### config.mk
export PLATFORM = sky130hd
export DESIGN_NAME = core_ctrl
export DESIGN_NICKNAME = d
export VERILOG_FILES = /design/src/rtl/core_ctrl_pkg.sv /design/src/rtl/core_ctrl_addr_gen.sv /design/src/rtl/core_ctrl.sv
export SDC_FILE = /design/constraint.sdc
export NUM_CORES = 1
export LEC_CHECK = 0
export BUFFER_PORTS_ARGS = -buffer_cell sky130_fd_sc_hd__buf_2
export CAP_MARGIN = 20
export CORE_ASPECT_RATIO = 0.5
export CORE_MARGIN = 2
export CORE_UTILIZATION = 58
export DETAILED_ROUTE_END_ITERATION = 10
export PLACE_DENSITY_LB_ADDON = 0.15
export SETUP_SLACK_MARGIN = 0.4
export SLEW_MARGIN = 20
export SYNTH_ARGS = -nofsm -noshare
export SYNTH_HDL_FRONTEND = slang
export SYNTH_SLANG_ARGS = --single-unit
### constraint.sdc
create_clock -name clk -period 12.9 [get_ports clk]
set_input_delay 1.935 -clock clk [delete_from_list [all_inputs] [get_ports clk]]
set_output_delay 1.935 -clock clk [all_outputs]
set_load 0.05 [all_outputs]
### src/rtl/core_ctrl_pkg.sv
// Shared definitions for the core controller: FSM states, instruction
// bit positions, the idle-safe instruction word and the latched job setup.
package core_ctrl_pkg;

  localparam int INST_W = 35;
  localparam int ADDR_W = 11;

  typedef enum logic [2:0] {
    S_IDLE   = 3'd0,
    S_WFETCH = 3'd1,
    S_WLOAD  = 3'd2,
    S_XFETCH = 3'd3,
    S_EXEC   = 3'd4,
    S_WB     = 3'd5,
    S_DONE   = 3'd6
  } state_t;

  // Instruction word bit positions
  localparam int BIT_MODE     = 34;
  localparam int BIT_ACC      = 33;
  localparam int BIT_CEN_P    = 32;
  localparam int BIT_WEN_P    = 31;
  localparam int A_PMEM_LSB   = 20;
  localparam int BIT_CEN_X    = 19;
  localparam int BIT_WEN_X    = 18;
  localparam int A_XMEM_LSB   = 7;
  localparam int BIT_OFIFO_RD = 6;
  localparam int BIT_L0_RD    = 3;
  localparam int BIT_L0_WR    = 2;
  localparam int BIT_EXEC     = 1;
  localparam int BIT_LOAD     = 0;

  // Both SRAMs deselected and write-protected, everything else quiet
  localparam logic [INST_W-1:0] INST_IDLE = (INST_W'(1) << BIT_CEN_P) |
                                            (INST_W'(1) << BIT_WEN_P) |
                                            (INST_W'(1) << BIT_CEN_X) |
                                            (INST_W'(1) << BIT_WEN_X);

  // Job configuration captured when a start is accepted
  typedef struct packed {
    logic              mode_2b;
    logic [3:0]        num_k;
    logic [ADDR_W-1:0] n_act;
    logic [ADDR_W-1:0] w_base;
    logic [ADDR_W-1:0] x_base;
    logic [ADDR_W-1:0] p_base;
  } cfg_t;

  // A zero activation count would make the tile loops degenerate; run one vector instead
  function automatic logic [ADDR_W-1:0] clamp_n_act(input logic [ADDR_W-1:0] n);
    return (n == '0) ? ADDR_W'(1) : n;
  endfunction

endpackage

### src/rtl/core_ctrl_addr_gen.sv
// Registered SRAM address generator: base + offset with 11-bit wrap.
// Output is forced to zero when not enabled so idle instructions carry no address.
module core_ctrl_addr_gen
  import core_ctrl_pkg::*;
(
  input  logic              clk,
  input  logic              rst_n,
  input  logic              en,
  input  logic [ADDR_W-1:0] base,
  input  logic [ADDR_W-1:0] offset,
  output logic [ADDR_W-1:0] addr
);

  logic [ADDR_W-1:0] addr_d;
  logic [ADDR_W-1:0] addr_q;

  // Sum wraps naturally at 2048 because it is truncated to ADDR_W bits
  always_comb begin
    addr_d = '0;
    if (en) begin
      addr_d = base + offset;
    end
  end

  // Address register feeding the instruction word
  always_ff @(posedge clk or negedge rst_n) begin
    if (!rst_n) begin
      addr_q <= '0;
    end else begin
      addr_q <= addr_d;
    end
  end

  assign addr = addr_q;

endmodule

### src/rtl/core_ctrl.sv
// Core controller: sequences weight fetch/load, activation fetch, execute and
// result writeback for num_k+1 kernel tiles, emitting one registered
// instruction word per cycle. The instruction reflects the FSM state of the
// previous cycle, so every bit (addresses included) comes straight from flops.
module core_ctrl
  import core_ctrl_pkg::*;
#(
  parameter int row    = 8,
  parameter int col    = 8,
  parameter int inst_w = 35
) (
  input  logic              clk,
  input  logic              reset,
  input  logic              start,
  input  logic              mode_2b_cfg,
  input  logic [3:0]        num_k,
  input  logic [10:0]       n_act,
  input  logic [10:0]       w_base,
  input  logic [10:0]       x_base,
  input  logic [10:0]       p_base,
  input  logic              ofifo_valid,
  output logic [inst_w-1:0] inst,
  output logic              busy,
  output logic              done
);

  // Counter must reach n_act + row + col - 1 in EXEC
  localparam int CNT_W = $clog2(2048 + row + col);
  localparam logic [CNT_W-1:0] ROW_LAST  = CNT_W'(row);
  localparam logic [CNT_W-1:0] PIPE_LAST = CNT_W'(row + col - 1);

  state_t            state_q, state_d;
  logic [3:0]        k_q, k_d;
  logic [CNT_W-1:0]  i_q, i_d;
  cfg_t              cfg_q, cfg_d;

  logic [inst_w-1:0] ctrl_q, ctrl_d;
  logic              busy_q, busy_d;
  logic              done_q, done_d;

  logic              xa_en;
  logic [ADDR_W-1:0] xa_base;
  logic [ADDR_W-1:0] xa_off;
  logic              pa_en;
  logic [ADDR_W-1:0] pa_off;
  logic [ADDR_W-1:0] a_xmem;
  logic [ADDR_W-1:0] a_pmem;

  logic [CNT_W-1:0]  n_ext;
  logic [CNT_W-1:0]  exec_last;

  assign n_ext     = CNT_W'(cfg_q.n_act);
  assign exec_last = n_ext + PIPE_LAST;

  // State, counters and latched configuration
  always_ff @(posedge clk or negedge reset) begin
    if (!reset) begin
      state_q <= S_IDLE;
      k_q     <= '0;
      i_q     <= '0;
      cfg_q   <= '0;
    end else begin
      state_q <= state_d;
      k_q     <= k_d;
      i_q     <= i_d;
      cfg_q   <= cfg_d;
    end
  end

  // Next-state, tile/step counters and configuration capture
  always_comb begin
    state_d = state_q;
    k_d     = k_q;
    i_d     = i_q;
    cfg_d   = cfg_q;
    case (state_q)
      S_IDLE: begin
        if (start) begin
          state_d = S_WFETCH;
          k_d     = '0;
          i_d     = '0;
          cfg_d   = '{mode_2b: mode_2b_cfg,
                      num_k:   num_k,
                      n_act:   clamp_n_act(n_act),
                      w_base:  w_base,
                      x_base:  x_base,
                      p_base:  p_base};
        end
      end
      S_WFETCH: begin
        if (i_q == ROW_LAST) begin
          state_d = S_WLOAD;
          i_d     = '0;
        end else begin
          i_d = i_q + CNT_W'(1);
        end
      end
      S_WLOAD: begin
        if (i_q == PIPE_LAST) begin
          state_d = S_XFETCH;
          i_d     = '0;
        end else begin
          i_d = i_q + CNT_W'(1);
        end
      end
      S_XFETCH: begin
        if (i_q == n_ext) begin
          state_d = S_EXEC;
          i_d     = '0;
        end else begin
          i_d = i_q + CNT_W'(1);
        end
      end
      S_EXEC: begin
        if (i_q == exec_last) begin
          state_d = S_WB;
          i_d     = '0;
        end else begin
          i_d = i_q + CNT_W'(1);
        end
      end
      S_WB: begin
        // Only cycles with readable output data advance the write pointer
        if (ofifo_valid) begin
          if (i_q == n_ext - CNT_W'(1)) begin
            i_d = '0;
            if (k_q == cfg_q.num_k) begin
              state_d = S_DONE;
            end else begin
              k_d     = k_q + 4'd1;
              state_d = S_WFETCH;
            end
          end else begin
            i_d = i_q + CNT_W'(1);
          end
        end
      end
      S_DONE: begin
        state_d = S_IDLE;
        k_d     = '0;
        i_d     = '0;
      end
      default: begin
        state_d = S_IDLE;
        k_d     = '0;
        i_d     = '0;
      end
    endcase
  end

  // Instruction control bits and address requests for the current state/step
  always_comb begin
    ctrl_d  = inst_w'(INST_IDLE);
    xa_en   = 1'b0;
    xa_base = '0;
    xa_off  = '0;
    pa_en   = 1'b0;
    pa_off  = '0;
    if (state_q != S_IDLE) begin
      ctrl_d[BIT_MODE] = cfg_q.mode_2b;
    end
    case (state_q)
      S_WFETCH: begin
        if (i_q < ROW_LAST) begin
          ctrl_d[BIT_CEN_X] = 1'b0;
          xa_en             = 1'b1;
          xa_base           = cfg_q.w_base;
          xa_off            = ADDR_W'(int'(k_q) * row + int'(i_q));
        end
        // SRAM read data arrives one cycle after the request
        if (i_q != '0) begin
          ctrl_d[BIT_L0_WR] = 1'b1;
        end
      end
      S_WLOAD: begin
        ctrl_d[BIT_LOAD] = 1'b1;
        if (i_q < ROW_LAST) begin
          ctrl_d[BIT_L0_RD] = 1'b1;
        end
      end
      S_XFETCH: begin
        if (i_q < n_ext) begin
          ctrl_d[BIT_CEN_X] = 1'b0;
          xa_en             = 1'b1;
          xa_base           = cfg_q.x_base;
          xa_off            = ADDR_W'(i_q);
        end
        if (i_q != '0) begin
          ctrl_d[BIT_L0_WR] = 1'b1;
        end
      end
      S_EXEC: begin
        ctrl_d[BIT_EXEC] = 1'b1;
        ctrl_d[BIT_ACC]  = (k_q != '0);
        if (i_q < n_ext) begin
          ctrl_d[BIT_L0_RD] = 1'b1;
        end
      end
      S_WB: begin
        if (ofifo_valid) begin
          ctrl_d[BIT_OFIFO_RD] = 1'b1;
          ctrl_d[BIT_CEN_P]    = 1'b0;
          ctrl_d[BIT_WEN_P]    = 1'b0;
          pa_en                = 1'b1;
          pa_off               = ADDR_W'(i_q);
        end
      end
      default: begin
      end
    endcase
  end

  // Busy drops in the same cycle the done pulse is presented
  always_comb begin
    busy_d = (state_d != S_IDLE) && (state_d != S_DONE);
    done_d = (state_d == S_DONE);
  end

  // Output registers
  always_ff @(posedge clk or negedge reset) begin
    if (!reset) begin
      ctrl_q <= inst_w'(INST_IDLE);
      busy_q <= 1'b0;
      done_q <= 1'b0;
    end else begin
      ctrl_q <= ctrl_d;
      busy_q <= busy_d;
      done_q <= done_d;
    end
  end

  core_ctrl_addr_gen u_xmem_addr (
    .clk    (clk),
    .rst_n  (reset),
    .en     (xa_en),
    .base   (xa_base),
    .offset (xa_off),
    .addr   (a_xmem)
  );

  core_ctrl_addr_gen u_pmem_addr (
    .clk    (clk),
    .rst_n  (reset),
    .en     (pa_en),
    .base   (cfg_q.p_base),
    .offset (pa_off),
    .addr   (a_pmem)
  );

  // Address fields of ctrl_q are always zero, so OR-merging is exact
  assign inst = ctrl_q
              | (inst_w'(a_pmem) << A_PMEM_LSB)
              | (inst_w'(a_xmem) << A_XMEM_LSB);
  assign busy = busy_q;
  assign done = done_q;

endmodule

Word-level counts from Yosys, hierarchy flattened
Cells that the tools add are included.

Bits in registers: 102. Bits of input ports: 53.

Add/sub/neg operators: 7. Magnitude comparators: 2. Equal/unequal tests: 17. Multiplexer cells: 50. Bitwise operators: 3. Reductions and logical operators: 12.

Operator list (count): two-way mux 11 bit (9); two-way mux 12 bit (7); case mux 12 bit (6 select lines) (1); case mux 11 bit (2 select lines) (2); bitwise OR 35 x 18 -> 35 bit (1); bitwise OR 35 x 31 -> 35 bit (1); equality test 12 bit (2); equality test 12 x 4 -> 1 bit (second input constant) (2); two-way mux 3 bit (8); adder 11 bit (2); case mux 3 bit (6 select lines) (1); two-way mux 4 bit (4); adder 11 x 4 -> 12 bit (second input constant) (1); adder 12 x 1 -> 12 bit (second input constant) (1); equality test 12 x 11 -> 1 bit (1); < comparator 12 x 11 -> 1 bit (1); < comparator 12 x 4 -> 1 bit (second input constant) (1); two-way mux 1 bit (12); case mux 4 bit (3 select lines) (1); nonzero test 12 bit (1); subtractor 11 x 1 -> 12 bit (second input constant) (1); adder 7 x 11 -> 11 bit (1); logical NOT 11 bit (1); equality test 3 bit (second input constant) (3); other kinds (17) (26).

Depth between registers and ports, before layout
Gate-level depths: netlist of run 1.

Depth in word-level cells: 7. Mapped depth: 23. Gate-level depth less buffers: 21.

Hierarchy
From an unflattened synthesis of run 1, not the netlist that was laid out.

Cell total of the unflattened synthesis: 683. Area, all modules: 6558.8 sq um.

By module, submodules not included: core_ctrl (times used 1, cells each 527, area each 4987.3 sq um, seq. area each 1979.4 sq um); core_ctrl_addr_gen (times used 2, cells each 78, area each 785.8 sq um, seq. area each 275.3 sq um).

Worst setup path before layout of run 1
OpenSTA, ideal clock, no wires.

Path kind: flip-flop to flip-flop. Start point: register cfg_q[38] (netlist bit). End point: register u_xmem_addr.addr_q[10] (netlist: u_xmem_addr.addr[10]). Arrival: 4322 ps. Data required time: 12821 ps. Path slack: 8499 ps. Stages on the path, launching flop included: 24. Clock period less this slack: 4401 ps. Cell sequence: dfrtp_1 -> buf_2 -> inv_1 -> ha_1 -> a21o_1 -> a21o_1 -> a21o_1 -> a21o_1 -> a21o_1 -> a21oi_1 -> nor2_1 -> clkbuf_1 -> nor2_1 -> ha_1 -> inv_1 -> fa_1 -> nor2b_1 -> o21ai_0 -> nand2b_1 -> a21oi_1 -> o21bai_1 -> a31oi_1 -> o21ai_0 -> mux2i_1.

Longest elaborated chain between the ends: 5. Elaborated cells on any way between the ends: 9.

RTL lines: start, declared (line core_ctrl.sv:35) `cfg_t cfg_q, cfg_d;`; start signal, assigned (line core_ctrl.sv:66) `cfg_q <= cfg_d;`; < comparator 12 x 11 -> 1 bit * (line core_ctrl.sv:182) `if (i_q < n_ext) begin`; two-way mux 11 bit (line core_ctrl.sv:182); case mux 11 bit (2 select lines) (line core_ctrl.sv:162) `case (state_q)`; adder 11 bit (line core_ctrl_addr_gen.sv:21) `addr_d = base + offset;`; two-way mux 11 bit * (line core_ctrl_addr_gen.sv:20) `if (en) begin`; net u_xmem_addr.addr_d[10] (line core_ctrl_addr_gen.sv:14) `logic [ADDR_W-1:0] addr_d;`; end signal, assigned (line core_ctrl_addr_gen.sv:30) `addr_q <= addr_d;`; end, declared (line core_ctrl_addr_gen.sv:15) `logic [ADDR_W-1:0] addr_q;`.

The timed path passes the listed nets; every way through them passes the cells marked *. A chain may end at the register's enable or synchronous reset.

Worst setup path after layout of run 1
Start point: register i_q[5]. End point: register u_xmem_addr.addr_q[10] (netlist: u_xmem_addr.addr[10]).

Longest elaborated chain between the ends: 5. Elaborated cells on any way between the ends: 14.

RTL lines: start, declared (line core_ctrl.sv:34) `logic [CNT_W-1:0] i_q, i_d;`; start signal, assigned (line core_ctrl.sv:65) `i_q <= i_d;`; adder 7 x 11 -> 11 bit, or another cell as far along (line core_ctrl.sv:168) `xa_off = ADDR_W'(int'(k_q) * row + int'(i_q));`; two-way mux 11 bit, on equally long branches (line core_ctrl.sv:164, core_ctrl.sv:182); case mux 11 bit (2 select lines) (line core_ctrl.sv:162); adder 11 bit (line core_ctrl_addr_gen.sv:21); two-way mux 11 bit * (line core_ctrl_addr_gen.sv:20); net u_xmem_addr.addr_d[10] (line core_ctrl_addr_gen.sv:14).

Marks and branches as above.

==> key figures, run 1 <==
Outcome
  • Outcome: finished clean

STA
  • Hold slack: 473 ps
  • Minimum clock period: 4500 ps
  • Final WS setup: 8400 ps
  • Final-report setup violation count: 0
  • Unrepaired setup endpoints after global routing: no
  • Final Max Slew Viols: 0
  • Max Clock Freq: 222 MHz
  • Largest clock skew in the final design: 11.1 ps
  • Final clock period utilization by the worst path: 34.9%
  • Max-slew headroom at the worst pin: 43.3%
  • Number of hold violations in the final report: 0
  • Transition time at the pin with the least slew margin: 847 ps
  • Setup TNS: 0 ps

Clock network
  • Hold buffers post-CTS: 0
  • Number of levels in the clock H-tree: 3
  • Worst-Skew Late Latency: 360 ps
  • CTS tree: done
  • Clock-pin slew on the worst setup and hold paths: 70 ps
  • Number of sinks on the clock net: 101
  • Number of buffers inserted during clock tree synthesis: 9
  • PostCTS Resize Cnt: 0
  • Number of post-CTS setup repair buffers: 0
  • Clk Tree Root Cell: sky130_fd_sc_hd__clkbuf_16
  • Clock Tree Buf Depth: 2

Global route
  • Tot GR Track Use: 28.1%
  • Global Route met2 Usage: 44.6%
  • Largest net degree at the start of global routing: 64
  • Vias in the first global route: 5346
  • Global-route wire length before repair: 26.6 mm
  • Met1 usage in global routing: 39.1%
  • Met3 Usage GRT: 6.74%
  • Grt total ovfl: 0
  • Most crowded layer after global routing: met2
  • Initial antenna violation count: 0

Die
  • Placeable core area: 0.0104 mm²
  • Die area: 0.0119 mm²
  • Floorplan die height: 78.1 µm
  • Die extent in x: 152 µm
  • Initial Util: 60.9%
  • Standard-cell rows: 26
  • I/O pin total: 90

Synth
  • Synthesis Warnings: 0
  • Main flop type after synthesis: sky130_fd_sc_hd__dfrtp_1
  • Instance count of the mapped netlist: 730
  • Yosys top cell area share: 38.9%
  • Synth Cell Area: 0.00636 mm²
  • Cell with the most instances after synthesis: sky130_fd_sc_hd__nand2_1
  • Number of synthesized flops with an enable pin: 0
  • Top area cells in the synthesized netlist: sky130_fd_sc_hd__dfrtp_1 (39%), sky130_fd_sc_hd__nand2_1 (9.3%), sky130_fd_sc_hd__ha_1 (8.1%)
  • Top cell type by total area after synthesis: sky130_fd_sc_hd__dfrtp_1
  • Number of distinct standard cells referenced by the synthesized netlist: 72
  • Proportion of register bits with asynchronous set or reset after synthesis: 100%
  • Mean instance size in the synthesized netlist: 8.72 µm²
  • Total of flip-flops plus latches after synthesis: 101
  • Most instantiated cells after synthesis: sky130_fd_sc_hd__nand2_1 (158), sky130_fd_sc_hd__dfrtp_1 (99), sky130_fd_sc_hd__ha_1 (41), sky130_fd_sc_hd__nor2_1 (41), sky130_fd_sc_hd__clkbuf_1 (35)
  • Proportion of synthesized chip area in sequential cells: 39.8%

Setup path
  • Library cell appearing most often on the critical path: sky130_fd_sc_hd__a21o_1
  • Critical path required time: 13180 ps
  • Crit-path max FO: 19
  • Cell type group with the largest total delay on the critical path: compound AO/OA/AOI/OAI gates
  • Crit path largest cell delay: 750 ps
  • Worst Setup End Kind: register
  • Start-to-end type of the worst setup path: register to register
  • Slowest stage cell on the critical path: sky130_fd_sc_hd__dfrtp_1
  • Cell breakdown of the critical path: ha_1 -> a21o_1 -> a21o_1 -> a21o_1 -> a21o_1 -> a21o_1 -> a21oi_1 -> buf_4 -> nor2_1 -> nor2_1 -> ha_1 -> inv_1 -> fa_1 -> nor2b_1 -> o21ai_0 -> nand2b_1 -> a21oi_1 -> o21bai_1 -> a31oi_1 -> o21ai_0 -> mux2i_1
  • Category of the worst setup path launch point: register
  • Worst endpoint data arrival time: 4780 ps
  • Bufs and invs on worst path: 2

Job
  • # Max-Cap Violations: 0

Final layout
  • Layout-stage area growth over the synthesis result: 12.3%
  • Filler cells: 864
  • Number of diodes: 0
  • Footprint of the flip-flops and latches: 0.00253 mm²
  • Footprint of the multi-input gates: 0.00351 mm²
  • Net count reported at finish: 886
  • Share of post-route cells with drive strength above 1: 16.0%
  • Utilization after layout: 68.4%

Route
  • Post-route antenna net violation count: 0
  • DRC errors left: 0
  • Total vias in the final route: 5423
  • DR WL/cell: 16.7 µm
  • DRT Wirelength: 15.6 mm
  • Number of violations reported at the end of detailed-routing iteration 0: 344
  • Number of detailed-routing iterations run before antenna repair: 4
  • Detail-routed via count per cell: 5.81

Placement
  • Dpl hpwl: 11.2 mm
  • Number of buffers inserted by port buffering: 86
  • Worst setup slack before clock tree synthesis: 8200 ps
  • Routability congestion estimate from global placement: 0.925

Power and ir drop
  • Worst vdd ir: 0.101 mV
  • Combinational group share of total power: 32.6%
  • Net switching power: 0.000425 W
  • Total Power Consumption: 0.00106 W
  • Static Leakage: 3.71 nW
  • Part of the total power dissipated in sequential elements: 40.1%
  • Cell Int Power: 0.000639 W
  • Fraction of power spent switching nets: 39.9%
  • Clock Power Share: 27.3%
  • Power density over cell area: 149 mW/mm²

Worst hold path
  • Path category of the worst min-delay check: register to register
-- metal layers --
layer	vias to the layer above	share of wire, %
met2	168	44
met3	26	6.5
met4	0	1.5
li1	2662	-
met1	2567	48
met5	-	0
-- per-stage QoR --
| stage | std cells | instance area (µm²) |
|---|---|---|
| 4_1_cts | 934 | 7140 |
| 3_5_place_dp | 918 | 6830 |
| 2_1_floorplan | 731 | 6370 |
| 5_1_grt | 934 | 7140 |
| 3_3_place_gp | 918 | 6830 |
| 6_report | 934 | 7140 |
-- layout by cell type (no fill, tap or decap), types with 6 or more instances in the layout --
master,netlist,layout
sky130_fd_sc_hd__xor2_1,14,14
sky130_fd_sc_hd__o21ai_0,34,34
sky130_fd_sc_hd__or3_1,10,10
sky130_fd_sc_hd__nor3_1,15,15
sky130_fd_sc_hd__nand3_1,13,13
sky130_fd_sc_hd__inv_1,32,32
sky130_fd_sc_hd__and2_1,10,9
sky130_fd_sc_hd__nand4_1,7,7
sky130_fd_sc_hd__dfrtp_1,99,99
sky130_fd_sc_hd__nor2_1,41,41
sky130_fd_sc_hd__a31oi_1,7,7
sky130_fd_sc_hd__a21o_1,23,23
sky130_fd_sc_hd__ha_1,41,41
sky130_fd_sc_hd__a21oi_1,30,30
sky130_fd_sc_hd__xnor2_1,22,22
sky130_fd_sc_hd__a22o_1,10,10
sky130_fd_sc_hd__nor4_1,13,12
sky130_fd_sc_hd__o21a_1,6,6
sky130_fd_sc_hd__clkbuf_16,0,9
sky130_fd_sc_hd__nor2b_1,7,7
sky130_fd_sc_hd__buf_4,4,8
sky130_fd_sc_hd__nand2_1,158,158
sky130_fd_sc_hd__o31ai_1,6,6
sky130_fd_sc_hd__buf_2,5,85
-- sequential cells by signal (all words and copies together), names as in the netlist --
name,cells
busy,1
cfg_q,49
ctrl_q,9
done,1
i_q,12
k_q,4
state_q,3
u_pmem_addr.addr,11
u_xmem_addr.addr,11
-- power by group through the flow --
stage                     combinational [W]  clock, W  sequential [W]
after floorplan                    0.000228         0        0.000443
final                              0.000347  0.000290        0.000427
after CTS                          0.000346  0.000296        0.000423
after detailed placement           0.000344         0        0.000429
after global routing               0.000388  0.000308        0.000432
after global placement             0.000337         0        0.000428
-- cells by family after synthesis --
| kind of cell | after synthesis | synth area share, % |
|---|---|---|
| buffers and inverters | 79 | 5.23 |
| multiplexers | 2 | 0.315 |
| AO/OA/AOI/OAI | 156 | 17.1 |
| other | 2 | 0.118 |
| flip-flops | 101 | 39.8 |
| XOR/XNOR | 36 | 4.96 |
| adder cells (fa/ha/maj) | 44 | 9.01 |
| AND/OR/NAND/NOR | 310 | 23.6 |
-- area by class of cell --
cell class | instances | share of cell area [%]
clock buffer | 10 | 3.35
tap | 140 | 2.45
clock inverter | 6 | 1.10
inverter | 33 | 1.73
timing repair buffer | 93 | 6.80
multi-input combinational | 551 | 49.2
sequential | 101 | 35.4
-- worst register-to-register path: cells and delay by family (launching register included) --
kind	cells	cell delay [ps]
compound gates	11	1780
fa+ha+maj	3	920
buf+inv	2	300
flops	1	750
mux	1	200
simple gates	4	480
-- worst paths after layout --
kind	start	endpoint	slack, ps	cells past startpoint
setup reg to reg	i_q[5]$_DFFE_PN0P_	u_xmem_addr.addr[10]$_DFF_PN0_	8400	21
max in group asynchronous	reset	cfg_q[33]$_DFFE_PN0P_	10160	2
setup / recovery	i_q[5]$_DFFE_PN0P_	u_xmem_addr.addr[10]$_DFF_PN0_	8400	21
hold reg to reg	cfg_q[48]$_DFFE_PN0P_	cfg_q[48]$_DFFE_PN0P_	470	2
min in group asynchronous	reset	u_pmem_addr.addr[7]$_DFF_PN0_	1530	1
hold / removal	cfg_q[48]$_DFFE_PN0P_	cfg_q[48]$_DFFE_PN0P_	470	2
(Power assumes the default switching activity.)
==> inputs of run 2 (changes only) <==
Settings changed: ABC_AREA set to 1.
Clock period 12.9 ns to 4.3 ns, I/O delays scaled along.
==> run 2 against run 1 <==
  * Clock skew rose by 0.62 ps
  * Critical path type unchanged
  * Sequential share of layout area fell by 1.3 points
  * Core utilization fell by 0.51 points
  * Register-to-register slack got worse by 7800 ps
  * Synthesized cell count rose by 18%
  * Via count rose by 12%
  * Count of clock-buffer cells in the layout fell by 1
==> key figures, run 2 <==
Placement
  • Number of buffers inserted by port buffering: 86 (unchanged)
  • Dpl hpwl: 12.7 mm (+13%)
  • Routability congestion estimate from global placement: 0.997 (+7.9%)
  • Number of instances in the placed design: 1076 (+17%)

Setup path
  • Category of the worst setup path launch point: register
  • Cell breakdown of the critical path: ha_1 -> a21oi_1 -> o21ai_0 -> a21oi_1 -> nand2_2 -> nor2_2 -> inv_2 -> nand2_4 -> inv_2 -> nor2_1 -> ha_2 -> inv_1 -> fa_2 -> o31ai_4 -> nand2_1 -> nand2_1 -> nand2_1 -> a21oi_2 -> o21ai_0 -> nand2_1 -> o21ai_0 -> a21oi_1
  • Start-to-end type of the worst setup path: register to register
  • Worst endpoint data arrival time: 3960 ps (-820 ps)
  • Crit path largest cell delay: 480 ps (-270 ps)
  • Crit-path max FO: 9 (-10)
  • Worst Setup End Kind: register
  • Library cell appearing most often on the critical path: sky130_fd_sc_hd__nand2_1
  • Slowest stage cell on the critical path: sky130_fd_sc_hd__dfrtp_2
  • Critical path required time: 4570 ps (-8610 ps)

Synth
  • Proportion of synthesized chip area in sequential cells: 39.0% (-0.80 points)
  • Main flop type after synthesis: sky130_fd_sc_hd__dfrtp_1
  • Number of synthesized flops with an enable pin: 0 (unchanged)
  • Mean instance size in the synthesized netlist: 7.56 µm² (-13%)
  • Top cell type by total area after synthesis: sky130_fd_sc_hd__dfrtp_1
  • Synthesis Warnings: 0 (unchanged)
  • Top area cells in the synthesized netlist: sky130_fd_sc_hd__dfrtp_1 (38%), sky130_fd_sc_hd__nand2_1 (15%), sky130_fd_sc_hd__ha_1 (7.9%)
  • Most instantiated cells after synthesis: sky130_fd_sc_hd__nand2_1 (255), sky130_fd_sc_hd__dfrtp_1 (99), sky130_fd_sc_hd__inv_1 (91)
  • Yosys top cell area share: 38.2% (-0.78 points)
  • Number of distinct standard cells referenced by the synthesized netlist: 48 (-33%)
  • Proportion of register bits with asynchronous set or reset after synthesis: 100% (unchanged)
  • Instance count of the mapped netlist: 859 (+18%)
  • Cell with the most instances after synthesis: sky130_fd_sc_hd__nand2_1
  • Synth Cell Area: 0.00649 mm² (+2.0%)
  • Total of flip-flops plus latches after synthesis: 101 (unchanged)

STA
  • Largest clock skew in the final design: 11.7 ps (+0.615 ps)
  • Max-slew headroom at the worst pin: 32.3% (-11 points)
  • Final clock period utilization by the worst path: 85.7% (+51 points)
  • Final Max Slew Viols: 0 (unchanged)
  • Transition time at the pin with the least slew margin: 1010 ps (+163 ps)
  • Setup TNS: 0 ps (unchanged)
  • Unrepaired setup endpoints after global routing: no
  • Final-report setup violation count: 0 (unchanged)
  • Minimum clock period: 3680 ps (-812 ps)
  • Max Clock Freq: 271 MHz (+22%)
  • Hold slack: 400 ps (-72.6 ps)
  • Number of hold violations in the final report: 0 (unchanged)

Power and ir drop
  • Net switching power: 0.000426 W (+0.33%)
  • Part of the total power dissipated in sequential elements: 51.3% (+11 points)
  • Combinational group share of total power: 3.5% (-29 points)
  • Worst vdd ir: 0.186 mV (+84%)
  • Clock Power Share: 45.2% (+18 points)
  • Power density over cell area: 250 mW/mm² (+68%)
  • Static Leakage: 3.94 nW (+6.2%)
  • Cell Int Power: 0.00143 W (+120%)
  • Fraction of power spent switching nets: 22.9% (-17 points)

Route
  • DR WL/cell: 15.3 µm (-8.4%)
  • DRT Wirelength: 16.8 mm (+7.5%)
  • Number of detailed-routing iterations run before antenna repair: 5 (+1)
  • Post-route antenna net violation count: 0 (unchanged)
  • Detail-routed via count per cell: 5.53 (-4.7%)
  • Total vias in the final route: 6064 (+12%)
  • DRC errors left: 0 (unchanged)
  • Number of violations reported at the end of detailed-routing iteration 0: 533 (+55%)

Job
  • # Max-Cap Violations: 0 (unchanged)

Final layout
  • Footprint of the multi-input gates: 0.00346 mm² (-1.4%)
  • Number of flip-flops under the largest register name: 49 (unchanged)
  • Most common library cell in the layout ignoring fill and taps: sky130_fd_sc_hd__nand2_1
  • Footprint of the flip-flops and latches: 0.00254 mm² (+0.25%)
  • Final Instance Count excl. Fillers: 1096 (+17%)
  • Net count reported at finish: 1043 (+18%)
  • Layout-stage area growth over the synthesis result: 14.5%
  • Number of diodes: 0 (unchanged)
  • Leading cell types in the layout, fill and taps excluded: sky130_fd_sc_hd__nand2_1 (253), sky130_fd_sc_hd__dfrtp_1 (94), sky130_fd_sc_hd__inv_1 (89), sky130_fd_sc_hd__buf_2 (85), sky130_fd_sc_hd__nor2_1 (66)
  • Filler cells: 964 (+12%)
  • Largest registers: cfg_q x49, i_q x12
  • Share of post-route cells with drive strength above 1: 17.2% (+1.3 points)
  • Register ranked first by flip-flop count: cfg_q

Clock network
  • Worst-Skew Late Latency: 350 ps (about the same)
  • CTS tree: done
  • Clock Tree Buf Depth: 2 (unchanged)
  • Number of buffers inserted during clock tree synthesis: 9 (unchanged)
  • Clk Tree Root Cell: sky130_fd_sc_hd__clkbuf_16
  • Number of levels in the clock H-tree: 3 (unchanged)
  • Number of sinks on the clock net: 101 (unchanged)
  • Clock-pin slew on the worst setup and hold paths: 80 ps (about the same)

Worst hold path
  • Path category of the worst min-delay check: input port to asynchronous set/reset pin

Outcome
  • Outcome: finished clean

Global route
  • Initial antenna violation count: 0 (unchanged)
  • Global-route wire length before repair: 27.4 mm (+2.7%)
  • Grt total ovfl: 0 (unchanged)
  • Tot GR Track Use: 28.4% (+0.26 points)
  • Largest net degree at the start of global routing: 71 (+11%)
  • Vias in the first global route: 5608 (+4.9%)

Die
  • Die area: 0.0121 mm² (+2.0%)
  • Placeable core area: 0.0109 mm² (+4.8%)
  • I/O pin total: 90 (unchanged)
  • Die extent in x: 154 µm (+0.99%)
  • Standard-cell rows: 27 (+3.8%)
  • Initial Util: 59.3% (-1.6 points)
  • Floorplan die height: 78.8 µm (+0.97%)
## run 2: changes by cell type in the layout (fill, tap and decap cells not counted), moves of 10 or more
cell,previous run,this run
sky130_fd_sc_hd__nand2_1,158,253
sky130_fd_sc_hd__inv_1,32,89
sky130_fd_sc_hd__nand3_1,13,44
sky130_fd_sc_hd__nor2_1,41,66
sky130_fd_sc_hd__a21o_1,23,1
sky130_fd_sc_hd__xnor2_1,22,4
sky130_fd_sc_hd__a21oi_1,30,47
sky130_fd_sc_hd__o21ai_1,0,16
sky130_fd_sc_hd__xor2_1,14,25
sky130_fd_sc_hd__o21ai_0,34,44
sky130_fd_sc_hd__or3_1,10,0
## run 2: layer usage
metal / GRT usage, % / up-vias / share of wire, %
li1: - / 2961 / -
met1: 41.1 / 2837 / 48
met3: 4.80 / 20 / 7.3
met5: 0 / - / 0
met2: 44.7 / 246 / 44
met4: 7.25 / 0 / 1.1
## run 2: cells by family after synthesis
| family | Yosys count | synth area share, % |
|---|---|---|
| buffers and inverters | 126 | 8.34 |
| xor gates and xnor gates | 29 | 3.91 |
| other | 2 | 0.116 |
| and+or+nand+nor | 413 | 27.1 |
| adders and majority gates | 44 | 8.83 |
| DFF | 101 | 39.0 |
| AOI/OAI and AO/OA | 144 | 12.8 |
## run 2: critical path: cells and delay by family (launching register included)
kind / cells / cell delay, ps
AOI/OAI and AO/OA: 8 / 1130
adders and majority gates: 3 / 930
and+or+nand+nor: 8 / 810
DFF: 1 / 480
buffers and inverters: 3 / 260
## run 2: power by group through the flow
stage	clock network [W]	logic (W)	registers, W
after floorplan	0	0.0000201	0.000972
after global placement	0	0.0000649	0.000973
after detailed placement	0	0.0000664	0.000973
after CTS	0.000846	0.0000664	0.000955
after global routing	0.000890	0.0000749	0.000955
final	0.000841	0.0000654	0.000955
## run 2: worst paths after layout
check                                 startpoint                            end  slack, ps  cells after the start
max in group asynchronous                  reset           ctrl_q[32]$_DFF_PN1_       2890                      2
max reg2reg                   i_q[5]$_DFFE_PN0P_  u_xmem_addr.addr[8]$_DFF_PN0_        620                     22
min                                        reset           cfg_q[9]$_DFFE_PN0P_        400                      1
max                           i_q[5]$_DFFE_PN0P_  u_xmem_addr.addr[8]$_DFF_PN0_        620                     22
min reg2reg                cfg_q[25]$_DFFE_PN0P_          cfg_q[25]$_DFFE_PN0P_        480                      2
min in group clk                       x_base[0]          cfg_q[11]$_DFFE_PN0P_        480                      3
## run 2: repair_timing
action | in CTS | in global routing
endpoints found under the hold margin | 0 | 0
gates resized for setup | 4 | 13
pin swaps | 1 | 1
gates cloned | 0 | 0
hold buffers | 0 | 0
setup endpoints to repair | 2 | 3
setup buffers | 0 | 4
## run 2: stage by stage
step | cell area, µm² | util [%] | setup slack (ps) | power [W]
2_1_floorplan | 6500 | - | 780 | 0.000992
3_3_place_gp | 7050 | 64.4 | 327 | 0.00104
3_5_place_dp | 7050 | 64.4 | 96.9 | 0.00104
4_1_cts | 7370 | 67.4 | 430 | 0.00187
5_1_grt | 7430 | 67.9 | 354 | 0.00192
6_report | 7430 | 67.9 | 616 | 0.00186
## run 2: layout make-up
type                    count  share of cell area, %
clock buffers               9                   3.03
clock inverters             7                   1.08
inverters                 100                   5.40
multi-input cells         633                   46.6
flip-flops and latches    101                   34.1
well taps                 145                   2.44
repair buffers            101                   7.34
==> inputs of run 3 (changes only) <==
Settings changed: RECOVER_POWER set to 100.
==> run 3 against run 2 <==
  * Register-to-register slack worse by 140 ps
  * The run now ends with capacitance limit, slew limit left
  * Global-route usage stayed put
  * Routed wire length hardly changed
  * Core utilization is 1.1 points lower
  * Critical path type unchanged
  * First-iteration DRC count is 9.4% lower
  * Highest routed layer unchanged
  * Critical path depth stayed put
  * Worst setup slack worse by 140 ps
==> key figures, run 3 (same netlist as run 2, synthesis figures left out) <==
Route
  • DRC errors left: 0 (unchanged)
  • DRT Wirelength: 16.8 mm (about the same)
  • Post-route antenna net violation count: 0 (unchanged)
  • Number of violations reported at the end of detailed-routing iteration 0: 483 (-9.4%)
  • Detail-routed via count per cell: 5.54 (about the same)
  • Total vias in the final route: 6069 (+0.082%)
  • DR WL/cell: 15.3 µm (about the same)
  • Number of detailed-routing iterations run before antenna repair: 6 (+1)

STA
  • Final-report setup violation count: 0 (unchanged)
  • Final Max Slew Viols: 143 (+143)
  • Max-slew headroom at the worst pin: -31.6% (-64 points)
  • Minimum clock period: 3820 ps (+135 ps)
  • Max Clock Freq: 262 MHz (-3.5%)
  • Setup TNS: 0 ps (unchanged)
  • Final WS setup: 481 ps (-135 ps)
  • Unrepaired setup endpoints after global routing: no
  • Largest clock skew in the final design: 12.3 ps (+0.630 ps)
  • Final clock period utilization by the worst path: 88.8% (+3.1 points)
  • Number of hold violations in the final report: 0 (unchanged)
  • Transition time at the pin with the least slew margin: 1970 ps (+964 ps)

Setup path
  • Worst-case register-to-register setup slack: 480 ps (-140 ps)
  • FF-to-FF Start: i_q[5]$_DFFE_PN0P_
  • Start-to-end type of the worst setup path: register to register
  • End point of the critical path: u_xmem_addr.addr[8]$_DFF_PN0_
  • Crit path largest cell delay: 480 ps (about the same)
  • Worst path depth: 22 (unchanged)
  • Category of the worst setup path launch point: register
  • Cell type group with the largest total delay on the critical path: compound AO/OA/AOI/OAI gates
  • Slowest stage cell on the critical path: sky130_fd_sc_hd__dfrtp_2
  • Crit-path max FO: 9 (unchanged)
  • Library cell appearing most often on the critical path: sky130_fd_sc_hd__nand2_1
  • Bufs and invs on worst path: 3 (unchanged)
  • Reg2reg end: u_xmem_addr.addr[8]$_DFF_PN0_
  • Worst endpoint data arrival time: 4090 ps (+130 ps)
  • CP Launch Point: i_q[5]$_DFFE_PN0P_
  • Worst Setup End Kind: register
  • Count of cells along the worst register-to-register path: 22 (unchanged)
  • Critical path required time: 4570 ps (about the same)
  • Cell breakdown of the critical path: ha_1 -> a21oi_1 -> o21ai_0 -> a21oi_1 -> nand2_1 -> nor2_1 -> inv_2 -> nand2_4 -> inv_1 -> nor2_1 -> ha_1 -> inv_1 -> fa_2 -> o31ai_4 -> nand2_1 -> nand2_1 -> nand2_1 -> a21oi_2 -> o21ai_0 -> nand2_1 -> o21ai_0 -> a21oi_1

Global route
  • Met1 usage in global routing: 41.1% (unchanged)
  • Global Route met2 Usage: 44.7% (unchanged)
  • Vias in the first global route: 5608 (unchanged)
  • Global-route wire length before repair: 27.4 mm (unchanged)
  • Most crowded layer after global routing: met2
  • Largest net degree at the start of global routing: 71 (unchanged)
  • Met3 Usage GRT: 4.80% (unchanged)
  • Tot GR Track Use: 28.4% (unchanged)
  • Initial antenna violation count: 0 (unchanged)
  • Grt total ovfl: 0 (unchanged)

Final layout
  • Layout-stage area growth over the synthesis result: 12.7%
  • Design area: 0.00732 mm² (-1.5%)
  • Number of flip-flops under the largest register name: 49 (unchanged)
  • Leading cell types in the layout, fill and taps excluded: sky130_fd_sc_hd__nand2_1 (255), sky130_fd_sc_hd__dfrtp_1 (94), sky130_fd_sc_hd__inv_1 (90), sky130_fd_sc_hd__nor2_1 (69), sky130_fd_sc_hd__o21ai_0 (56)
  • Filler cells: 992 (+2.9%)
  • Net count reported at finish: 1043 (unchanged)
  • Largest registers: cfg_q x49, i_q x12
  • Number of diodes: 0 (unchanged)
  • Most common library cell in the layout ignoring fill and taps: sky130_fd_sc_hd__nand2_1
  • Utilization after layout: 66.8% (-1.1 points)
  • Share of post-route cells with drive strength above 1: 12.5% (-4.7 points)
  • Register ranked first by flip-flop count: cfg_q

Clock network
  • Clock Tree Buf Depth: 2 (unchanged)
  • Worst-Skew Late Latency: 360 ps (about the same)
  • Number of sinks on the clock net: 101 (unchanged)
  • CTS tree: done
  • Number of levels in the clock H-tree: 3 (unchanged)
  • Number of buffers inserted during clock tree synthesis: 9 (unchanged)
  • Clock-pin slew on the worst setup and hold paths: 80 ps (about the same)
  • Clk Tree Root Cell: sky130_fd_sc_hd__clkbuf_16

Worst hold path
  • Path category of the worst min-delay check: input port to register

Die
  • Die area: 0.0121 mm² (unchanged)
  • Standard-cell rows: 27 (unchanged)
  • I/O pin total: 90 (unchanged)
  • Initial Util: 59.3% (unchanged)
  • Placeable core area: 0.0109 mm² (unchanged)
  • Die extent in x: 154 µm (unchanged)
  • Floorplan die height: 78.8 µm (unchanged)

Placement
  • Number of buffers inserted by port buffering: 86 (unchanged)
  • Routability congestion estimate from global placement: 0.997 (unchanged)
  • Worst setup slack before clock tree synthesis: 96.9 ps (unchanged)
  • Dpl hpwl: 12.7 mm (unchanged)
  • Cell Area, Placed: 0.00705 mm² (unchanged)

Power and ir drop
  • Worst vdd ir: 0.186 mV (-0.24%)
  • Static Leakage: 3.80 nW (-3.7%)
  • Total Power Consumption: 0.00186 W (about the same)
  • Power density over cell area: 254 mW/mm² (+1.6%)

Job
  • # Max-Cap Violations: 3 (+3)

Outcome
  • Outcome: complete, but fails checks
  • Violations in the final reports: capacitance limit, slew limit
==> run 3: stage by stage <==
stage / hold WS (ps) / std cells
2_1_floorplan: 349 / 860
3_3_place_gp: 462 / 1076
3_5_place_dp: 465 / 1076
4_1_cts: 449 / 1092
5_1_grt: 479 / 1096
6_report: 478 / 1096
==> run 3: how the worst min path moves through the flow <==
stage | start | to | slack, ps | cells past startpoint
after floorplan | reset | busy$_DFF_PN0_ | 350 | 0
after global placement | cfg_q[21]$_DFFE_PN0P_ | cfg_q[21]$_DFFE_PN0P_ | 460 | 2
after detailed placement | cfg_q[32]$_DFFE_PN0P_ | cfg_q[32]$_DFFE_PN0P_ | 470 | 2
after CTS | reset | cfg_q[7]$_DFFE_PN0P_ | 450 | 1
after global routing | num_k[3] | cfg_q[47]$_DFFE_PN0P_ | 480 | 3
final | w_base[5] | cfg_q[27]$_DFFE_PN0P_ | 480 | 3
==> run 3: area by class of cell <==
type / instances / area, µm² / area share [%]
Clock buffer: 9 / 225 / 3.08
Clock inverter: 7 / 80.1 / 1.09
Inverter: 100 / 377 / 5.15
Multi-Input combinational cell: 633 / 3420 / 46.8
Sequential cell: 101 / 2540 / 34.7
Tap cell: 145 / 181 / 2.48
Timing Repair Buffer: 101 / 493 / 6.74
==> run 3: what timing repair did <==
action,4_1_cts,5_1_grt
resized for setup,4,13
pin swaps,1,1
buffers inserted,0,4
hold buffers,0,0
setup endpoints to repair,2,3
==> run 3: worst min-delay path: cells and delay by family <==
kind / cells / cell delay [ps]
buffers and inverters: 1 / 70
and+or+nand+nor: 2 / 80
==> run 3: power breakdown <==
part / total [W] / internal [W] / switching [W]
Clock: 0.000842 / 0.000460 / 0.000382
Sequential: 0.000955 / 0.000951 / 0.00000348
Combinational: 0.0000645 / 0.0000232 / 0.0000413
==> run 3: per-layer routing <==
| metal | vias up | part of all wire [%] |
|---|---|---|
| met4 | 0 | 1.6 |
| met1 | 2863 | 49 |
| met2 | 225 | 43 |
| li1 | 2954 | - |
| met3 | 27 | 6.1 |
| met5 | - | 0 |
